<file path="config.mk">
export PLATFORM = sky130hd
export DESIGN_NAME = clock_step_interface
export DESIGN_NICKNAME = d
export VERILOG_FILES = /design/src/rtl/clock_interface_pkg.sv /design/src/rtl/key_debouncer.sv /design/src/rtl/clock_step_interface.sv
export SDC_FILE = /design/constraint.sdc
export NUM_CORES = 1
export LEC_CHECK = 0
export ABC_AREA = 1
export CORE_MARGIN = 4
export CORE_UTILIZATION = 34
export DETAILED_ROUTE_END_ITERATION = 8
export PLACE_DENSITY_LB_ADDON = 0.25
export SETUP_SLACK_MARGIN = 0.1
export SLEW_MARGIN = 20
export SYNTH_ARGS = -nofsm -noshare
export SYNTH_HDL_FRONTEND = slang
export SYNTH_SLANG_ARGS = --single-unit
</file>
<file path="constraint.sdc">
create_clock -name clk -period 1.7 [get_ports clk]
set_input_delay 0.34 -clock clk [delete_from_list [all_inputs] [get_ports clk]]
set_output_delay 0.34 -clock clk [all_outputs]
set_load 0.02 [all_outputs]
</file>
<file path="src/rtl/clock_interface_pkg.sv">
// ---------------------------------------------------------------------------
// clock_interface_pkg
// Shared constants for the push-button clock stepping block.
//   - 3-bit FSM state encodings for the four-phase core clock sequencer
//   - key index constants into the 2-bit key_n bus
// ---------------------------------------------------------------------------
package clock_interface_pkg;

  typedef logic [2:0] state_t;

  localparam state_t IDLE = 3'd0;
  localparam state_t PH0  = 3'd1;
  localparam state_t PH1  = 3'd2;
  localparam state_t PH2  = 3'd3;
  localparam state_t PH3  = 3'd4;

  localparam int unsigned KEY_STEP = 1;
  localparam int unsigned KEY_RUN  = 0;

endpackage

</file>
<file path="src/rtl/key_debouncer.sv">
// ---------------------------------------------------------------------------
// key_debouncer
// Synchronises one active-low push button into clk, filters contact bounce
// and emits a single-cycle pulse on each accepted released->pressed change.
//
// Ports
//   clk    in  : sampling clock
//   rst    in  : synchronous reset, active-high
//   key_n  in  : raw button, active-low, asynchronous
//   press  out : one-cycle registered pulse on an accepted press
//
// Parameter
//   DEBOUNCE_CYCLES : consecutive disagreeing samples needed to accept a level
// ---------------------------------------------------------------------------
module key_debouncer #(
  parameter int unsigned DEBOUNCE_CYCLES = 500000
) (
  input  logic clk,
  input  logic rst,
  input  logic key_n,
  output logic press
);

  localparam int unsigned CW = $clog2(DEBOUNCE_CYCLES + 1);
  localparam logic [CW-1:0] CNT_LAST = CW'(DEBOUNCE_CYCLES - 1);

  logic          sync1_q, sync2_q;
  logic          level_q, level_d;   // 1 = pressed
  logic [CW-1:0] cnt_q, cnt_d;
  logic          press_q, press_d;
  logic          sample_pressed;

  assign sample_pressed = ~sync2_q;

  // Counter only advances while the sample disagrees with the accepted level;
  // any agreeing sample clears it, so only an unbroken run is accepted.
  always_comb begin
    level_d = level_q;
    cnt_d   = '0;
    press_d = 1'b0;
    if (sample_pressed != level_q) begin
      if (cnt_q == CNT_LAST) begin
        level_d = sample_pressed;
        press_d = sample_pressed;
      end else begin
        cnt_d = cnt_q + CW'(1);
      end
    end
  end

  always_ff @(posedge clk) begin
    if (rst) begin
      sync1_q <= 1'b1;
      sync2_q <= 1'b1;
      level_q <= 1'b0;
      cnt_q   <= '0;
      press_q <= 1'b0;
    end else begin
      sync1_q <= key_n;
      sync2_q <= sync1_q;
      level_q <= level_d;
      cnt_q   <= cnt_d;
      press_q <= press_d;
    end
  end

  assign press = press_q;

endmodule

</file>
<file path="src/rtl/clock_step_interface.sv">
// ---------------------------------------------------------------------------
// clock_step_interface
// Turns the DE-board step and run/pause buttons into the core_clk / mem_clk
// pair for the core. Each core cycle is four phases of PHASE_CYCLES:
//   state | meaning
//   IDLE  | clocks low, waiting for a step press or run mode
//   PH0   | core_clk=1 mem_clk=0
//   PH1   | core_clk=1 mem_clk=1
//   PH2   | core_clk=0 mem_clk=1
//   PH3   | core_clk=0 mem_clk=0, then PH0 (run) or IDLE (step)
//
// Ports
//   clk         in  : board oscillator, only clock
//   rst         in  : synchronous reset, active-high
//   key_n[1:0]  in  : raw buttons, active-low ([1] step, [0] run toggle)
//   core_clk    out : registered core clock
//   mem_clk     out : registered memory clock
//   run_mode    out : 1 free-running, 0 single-step
//   busy        out : high while a sequence is in progress
//   cycle_count out : completed core_clk rising edges
//
// Build option
//   CLOCK_STEP_COUNTER_EN : when defined, cycle_count is a live 32-bit
//                           counter; otherwise it is tied to zero.
// ---------------------------------------------------------------------------
module clock_step_interface
  import clock_interface_pkg::*;
#(
  parameter int unsigned DEBOUNCE_CYCLES = 500000,
  parameter int unsigned PHASE_CYCLES    = 25
) (
  input  logic        clk,
  input  logic        rst,
  input  logic [1:0]  key_n,
  output logic        core_clk,
  output logic        mem_clk,
  output logic        run_mode,
  output logic        busy,
  output logic [31:0] cycle_count
);

  localparam int unsigned PW = $clog2(PHASE_CYCLES + 1);
  localparam logic [PW-1:0] PH_LAST = PW'(PHASE_CYCLES - 1);

  logic [1:0]    press_w;
  state_t        state_q, state_d;
  logic [PW-1:0] phase_cnt_q, phase_cnt_d;
  logic          run_mode_q, run_mode_d;
  logic          core_clk_q, mem_clk_q, busy_q;
  logic          phase_tc;

  key_debouncer #(.DEBOUNCE_CYCLES(DEBOUNCE_CYCLES)) u_deb_step (
    .clk   (clk),
    .rst   (rst),
    .key_n (key_n[KEY_STEP]),
    .press (press_w[KEY_STEP])
  );

  key_debouncer #(.DEBOUNCE_CYCLES(DEBOUNCE_CYCLES)) u_deb_run (
    .clk   (clk),
    .rst   (rst),
    .key_n (key_n[KEY_RUN]),
    .press (press_w[KEY_RUN])
  );

  assign phase_tc = (phase_cnt_q == '0);

  // Step presses outside IDLE fall through the case untouched, so they are
  // dropped rather than queued. run_mode is sampled from the flop, so a run
  // press in the same cycle as a step press in IDLE still lets the step start.
  always_comb begin
    run_mode_d = run_mode_q ^ press_w[KEY_RUN];
    state_d    = state_q;
    case (state_q)
      IDLE: if (run_mode_q || press_w[KEY_STEP]) state_d = PH0;
      PH0:  if (phase_tc) state_d = PH1;
      PH1:  if (phase_tc) state_d = PH2;
      PH2:  if (phase_tc) state_d = PH3;
      PH3:  if (phase_tc) state_d = run_mode_q ? PH0 : IDLE;
      default: state_d = IDLE;
    endcase

    if (state_d != state_q) begin
      phase_cnt_d = PH_LAST;
    end else if (phase_tc) begin
      phase_cnt_d = '0;
    end else begin
      phase_cnt_d = phase_cnt_q - PW'(1);
    end
  end

  // Outputs are decoded from the next state and registered, so they change
  // on the same edge as the state and never depend combinationally on pins.
  always_ff @(posedge clk) begin
    if (rst) begin
      state_q     <= IDLE;
      phase_cnt_q <= '0;
      run_mode_q  <= 1'b0;
      core_clk_q  <= 1'b0;
      mem_clk_q   <= 1'b0;
      busy_q      <= 1'b0;
    end else begin
      state_q     <= state_d;
      phase_cnt_q <= phase_cnt_d;
      run_mode_q  <= run_mode_d;
      core_clk_q  <= (state_d == PH0) || (state_d == PH1);
      mem_clk_q   <= (state_d == PH1) || (state_d == PH2);
      busy_q      <= (state_d != IDLE);
    end
  end

`ifdef CLOCK_STEP_COUNTER_EN
  logic [31:0] cycle_count_q;

  always_ff @(posedge clk) begin
    if (rst) begin
      cycle_count_q <= '0;
    end else if ((state_d == PH0) && (state_q != PH0)) begin
      cycle_count_q <= cycle_count_q + 32'd1;
    end
  end

  assign cycle_count = cycle_count_q;
`else
  assign cycle_count = 32'd0;
`endif

  assign core_clk = core_clk_q;
  assign mem_clk  = mem_clk_q;
  assign run_mode = run_mode_q;
  assign busy     = busy_q;

endmodule

</file>
-- Word level (Yosys, flattened, before mapping)
Index checks and enable logic that the tools add are counted.
Widths: inputs -> output; s select.
- output and inout bits: 36
- input bits: 4
- register bits after elaboration: 58
- logic and storage cells: 61
- mux-type cells: 9
- bitwise gates (word level): 7
- equality and inequality tests: 12
- add/sub/neg operators: 3
- reductions and logical operators: 13
- operator list (cell ; number):
    $add 19x1->19 const B ; 2
    $eq 19x19->1 const B ; 2
    $mux 3 ; 5
    $pmux 3 s5 ; 1
    $reduce_or 3->1 ; 5
    $eq 3x2->1 const B ; 4
    $mux 5 ; 2
    $eq 3x1->1 const B ; 2
    $not 1->1 ; 6
    $logic_not 5->1 ; 1
    $sub 5x1->5 const B ; 1
    $reduce_and 2->1 ; 2
    $eq 3x3->1 const B ; 1
    $logic_not 3->1 ; 1
    $logic_or 1x1->1 ; 3
    $ne 3x3->1 ; 1
    $reduce_bool 3->1 ; 1
    $ne 1x1->1 ; 2
    $mux 1 ; 1
    $xor 1x1->1 ; 1

-- Longest topological paths before layout
- depth after elaboration: 5
- gate-level depth with buffers: 13
- depth with buffers taken out: 13

-- Cells and area by module
Synthesis repeated with hierarchy kept, for this count alone.
- cells, all modules: 460
- area, all modules: 3261.9 sq um
- modules (own cells, without submodules) (module ; seq. area each (sq um) ; instances ; cells each ; area each (sq um)):
    key_debouncer ; 460.4 ; 2 ; 175 ; 1206.2
    clock_step_interface ; 240.2 ; 1 ; 110 ; 849.6

-- Worst setup path after synthesis
No wires, ideal clock.
- path type: flip-flop to flip-flop
- start: reg phase_cnt_q[0]
- end: reg phase_cnt_q[2]
- path slack: 0.249 ns
- data arrival time: 1.336 ns
- clock period less this slack: 1.451 ns
- buffers on the path: 0
- data required time: 1.584 ns
- library setup time: 0.116 ns
- stages on the path, launching flop included: 14
- cell sequence: dfxtp_1 inv_1 ha_1 inv_1 nor2_2 nand2_2 nand2_1 nand2_1 nand2_1 nand3_2 nand2_1 nand2_1 nand3_1 nor2_1
- cells in the longest elaborated chain, start to end: 5
- elaborated cells on any way between the ends: 9
- those cells by class: add/sub (1); eq/ne (1); mux (5); reduce/logical (2)
- ends and longest elaborated chain (element ; RTL line ; text):
    start, declared ; clock_step_interface.sv:47 ; logic [PW-1:0] phase_cnt_q, phase_cnt_d;
    start signal, assigned ; clock_step_interface.sv:104 ; phase_cnt_q <= phase_cnt_d;
    $logic_not 5->1 ; clock_step_interface.sv:66 ; assign phase_tc = (phase_cnt_q == '0);
    $mux 3, on equally long branches ; -- ;
    $pmux 3 s5 ; clock_step_interface.sv:74 ; case (state_q)
    $ne 3x3->1 ; clock_step_interface.sv:83 ; if (state_d != state_q) begin
    $reduce_or 3->1 (no source line) ; -- ;
Parallel ways exist; a longest one is shown, timed or not.
A chain may end at the register's enable or synchronous reset.

-- Worst setup path in the final report
Ends and elaborated chain as after synthesis.

==> flow_summary_export.csv <==
group,metric,value,unit
logic_synthesis,avgSynthCellArea,7.58,sq um
cts,clock-sinks,58,
route,drtAntennaViolNets,0,
route,wl_met2,2.44,mm
layout,nets,434,
route,dr_total_vias,2361,
route,avgRoutedWirePerCell,9.89,um
grt,grt_antenna_before_repair,0,
placed_design,hpwl,3.87,mm
cts,hold_buffers,0,
run_status,status,"complete, no violations",
sta,period_needed,1.52,ns
cts,clkLatencyLatePin,0.32,ns
grt,grt-ovfl-total,0,
sta,setup_viol,0,
sta,maxSlewViolCount,0,
sta,hold-worst-slack,0.407,ns
floorplanning,ios,40,
sta,tns,0,ns
floorplanning,rows,34,
sta,period_share,89.5,%
floorplanning,die_h,102,um
floorplanning,dieArea,0.0105,sq mm
cts,cts_made_buffers,9,
route,route.detailed.drc,0,
cts,cts_root_buf,"clkbuf_8",
worst_setup_path,required,1.93,ns
worst_setup_path,cp-start-kind,"flip-flop",
route,drt_iter0_drc,38,
layout,num-fill-cells,896,
sta,rsz0062_at_grt,"yes",
sta,clock_skew,0.00718,ns
logic_synthesis,seq_area_frac_synth,38.4,%
route,wl_met3,265,um
grt,grt_usage,10.8,%
cts,clk_pin_slew,0.07,ns
cts,cts_tree,"built",
cts,htree_levels,3,
min_path,hold_depth,1,
worst_setup_path,timing.rr.start,"phase_cnt_q[0]",
worst_setup_path,reg2reg_slack,0.18,ns
sta,finalHoldViolCount,0,
worst_setup_path,r2r-end,"phase_cnt_q[2]",
layout,n_antenna_cell,0,
min_path,worst_hold_startpoint,"u_deb_step.sync1_q",
layout,multi_input_area,0.00165,sq mm
route,highest_layer,"met4",
run,drv_cap,0,
floorplanning,die_x,102,um
logic_synthesis,syn-instance-count,399,
logic_synthesis,yosysUniqueCellTypes,37,
route,avgViaCountPerCell,4.40,
route,drt_pass1_iterations,4,
layout,final_util,40.2,%
floorplanning,start_util,34.8,%
cts,clockBufferDepth,2,
worst_setup_path,worst-setup-path-type,"flip-flop to flip-flop",
layout,fin_cells,537,
worst_setup_path,rr_worst_depth,13,
placed_design,port_buffers,7,
sta,fmax,0.657,GHz
grt,grt_pass1_vias,2085,
placed_design,dpl_worst_slack,0.0650,ns
grt,grt_max_degree,16,
placed_design,dp.cells,518,
min_path,hold_path_class,"flip-flop to flip-flop",
logic_synthesis,synth_warnings,0,
layout,area_delta_synth_final,15.3,%
pwr,p_per_area,1100,mW/mm^2
pwr,vdd_drop_max,0.385,mV
min_path,hold-path-endpoint,"u_deb_step.sync2_q",
layout,final_layout_size_suffix_gt1_share,21.2,%
grt,grt_pass1_wl,8.95,mm
worst_setup_path,endpoint_kind,"flip-flop",
route,routed_wl,5.31,mm
logic_synthesis,syn_area,0.00302,sq mm
logic_synthesis,synth_seq_cells,58,
worst_setup_path,cp.arrival,1.75,ns
sta,timing.final.ws_setup,0.178,ns
floorplanning,core_area,0.00868,sq mm
pwr,p_leak,0.00146,uW
worst_setup_path,crit_fanout,7,
placed_design,gp_congestion,0.790,
layout,final-seq-area,0.00117,sq mm
route,met1Wirelength,2.54,mm
==> worst max-delay path: stages (launching register included) <==
cell     delay [ns]
dfxtp_2        0.33
inv_2          0.08
ha_4           0.13
inv_2          0.04
nor2_4         0.14
nand2_4        0.09
nand2_2        0.08
nand2_2        0.07
nand2_4        0.09
nand3_4        0.10
nand2_2        0.10
nand2_2        0.05
nand3_2        0.08
nor2_2         0.04
==> how the worst max path moves through the flow <==
stage / from / endpoint
6_report: phase_cnt_q[0] / phase_cnt_q[2]
5_1_grt: phase_cnt_q[0] / phase_cnt_q[2]
4_1_cts: phase_cnt_q[0] / phase_cnt_q[2]
3_5_place_dp: phase_cnt_q[0] / phase_cnt_q[2]
3_3_place_gp: phase_cnt_q[0] / phase_cnt_q[2]
2_1_floorplan: phase_cnt_q[0] / phase_cnt_q[2]
==> layout make-up <==
class                      count  share of cell area, %
timing repair buffer          21                   5.46
multi-input combinational    291                   47.4
tap                          108                   3.88
sequential                    58                   33.5
clock inverter                 4                   1.29
clock buffer                  10                   3.66
inverter                      45                   4.85
==> stage by stage <==
step / instance area, sq um / total power, uW
floorplan: 3140 / 2310
global placement: 3160 / 2420
detailed placement: 3160 / 2420
CTS: 3330 / 3610
global route: 3490 / 4120
finish: 3490 / 3840
==> sequential cells by signal, indices dropped and copies added, names as in the netlist, 3 cells and up <==
register,count
phase_cnt_q,5
state_q,3
u_deb_run.cnt_q,19
u_deb_step.cnt_q,19
==> synth_stat cells (all sizes together) <==
master / instances / area, sq um
o21a: 1 / 7.51
o31ai: 1 / 7.51
nor3: 13 / 86.3
xor2: 10 / 87.6
dfxtp: 58 / 1160
nand3: 18 / 118
buf: 35 / 267
ha: 4 / 50.1
nand3b: 4 / 42.5
or2: 15 / 93.8
a21o: 1 / 7.51
nor2: 55 / 249
o211ai: 2 / 15.0
a21oi: 18 / 93.8
o21ai: 11 / 55.1
nor3b: 6 / 45.0
clkbuf: 1 / 3.75
nor4: 1 / 6.26
nand2: 84 / 343
xnor2: 5 / 43.8
nand4: 10 / 68.8
conb: 1 / 3.75
inv: 45 / 169
==> routing by layer <==
layer / vias up / track usage (%)
met3: 6 / 3.89
li1: 1253 / -
met2: 44 / 16.3
met1: 1058 / 13.9
met4: 0 / 4.24
met5: - / 0
==> layout by cell type, fill, tap and decap left out, types with 8 or more instances in the layout <==
master	n
dfxtp_1	53
clkbuf_8	9
nand3_1	13
o21ai_0	10
inv_1	39
nor3_1	10
buf_4	13
xor2_1	10
nand2_2	15
nand2_1	66
nor2_1	43
nand4_1	9
or2_0	8
a21oi_1	17
conb_1	32
==> kinds of logic (layout without fill, tap and decap cells) <==
group	after synthesis	count (layout)	synth area share, %
simple gates	206	206	34.8
buf+inv	81	80	14.5
xor+xnor	15	15	4.34
flops	58	58	38.4
compound gates	34	34	6.16
other cells	1	32	0.124
fa+ha+maj	4	4	1.66
==> report_power, final <==
part / internal, uW / switching (uW)
clock: 653 / 505
sequential: 1470 / 96.9
combinational: 438 / 677
total: 2560 / 1280
==> repair_timing <==
action / 4_1_cts / 5_1_grt
pin swaps: 0 / 10
gates cloned: 0 / 0
gates resized for setup: 3 / 37
setup buffers: 0 / 5
setup endpoints to repair: 7 / 20
(Power assumes the default switching activity.)
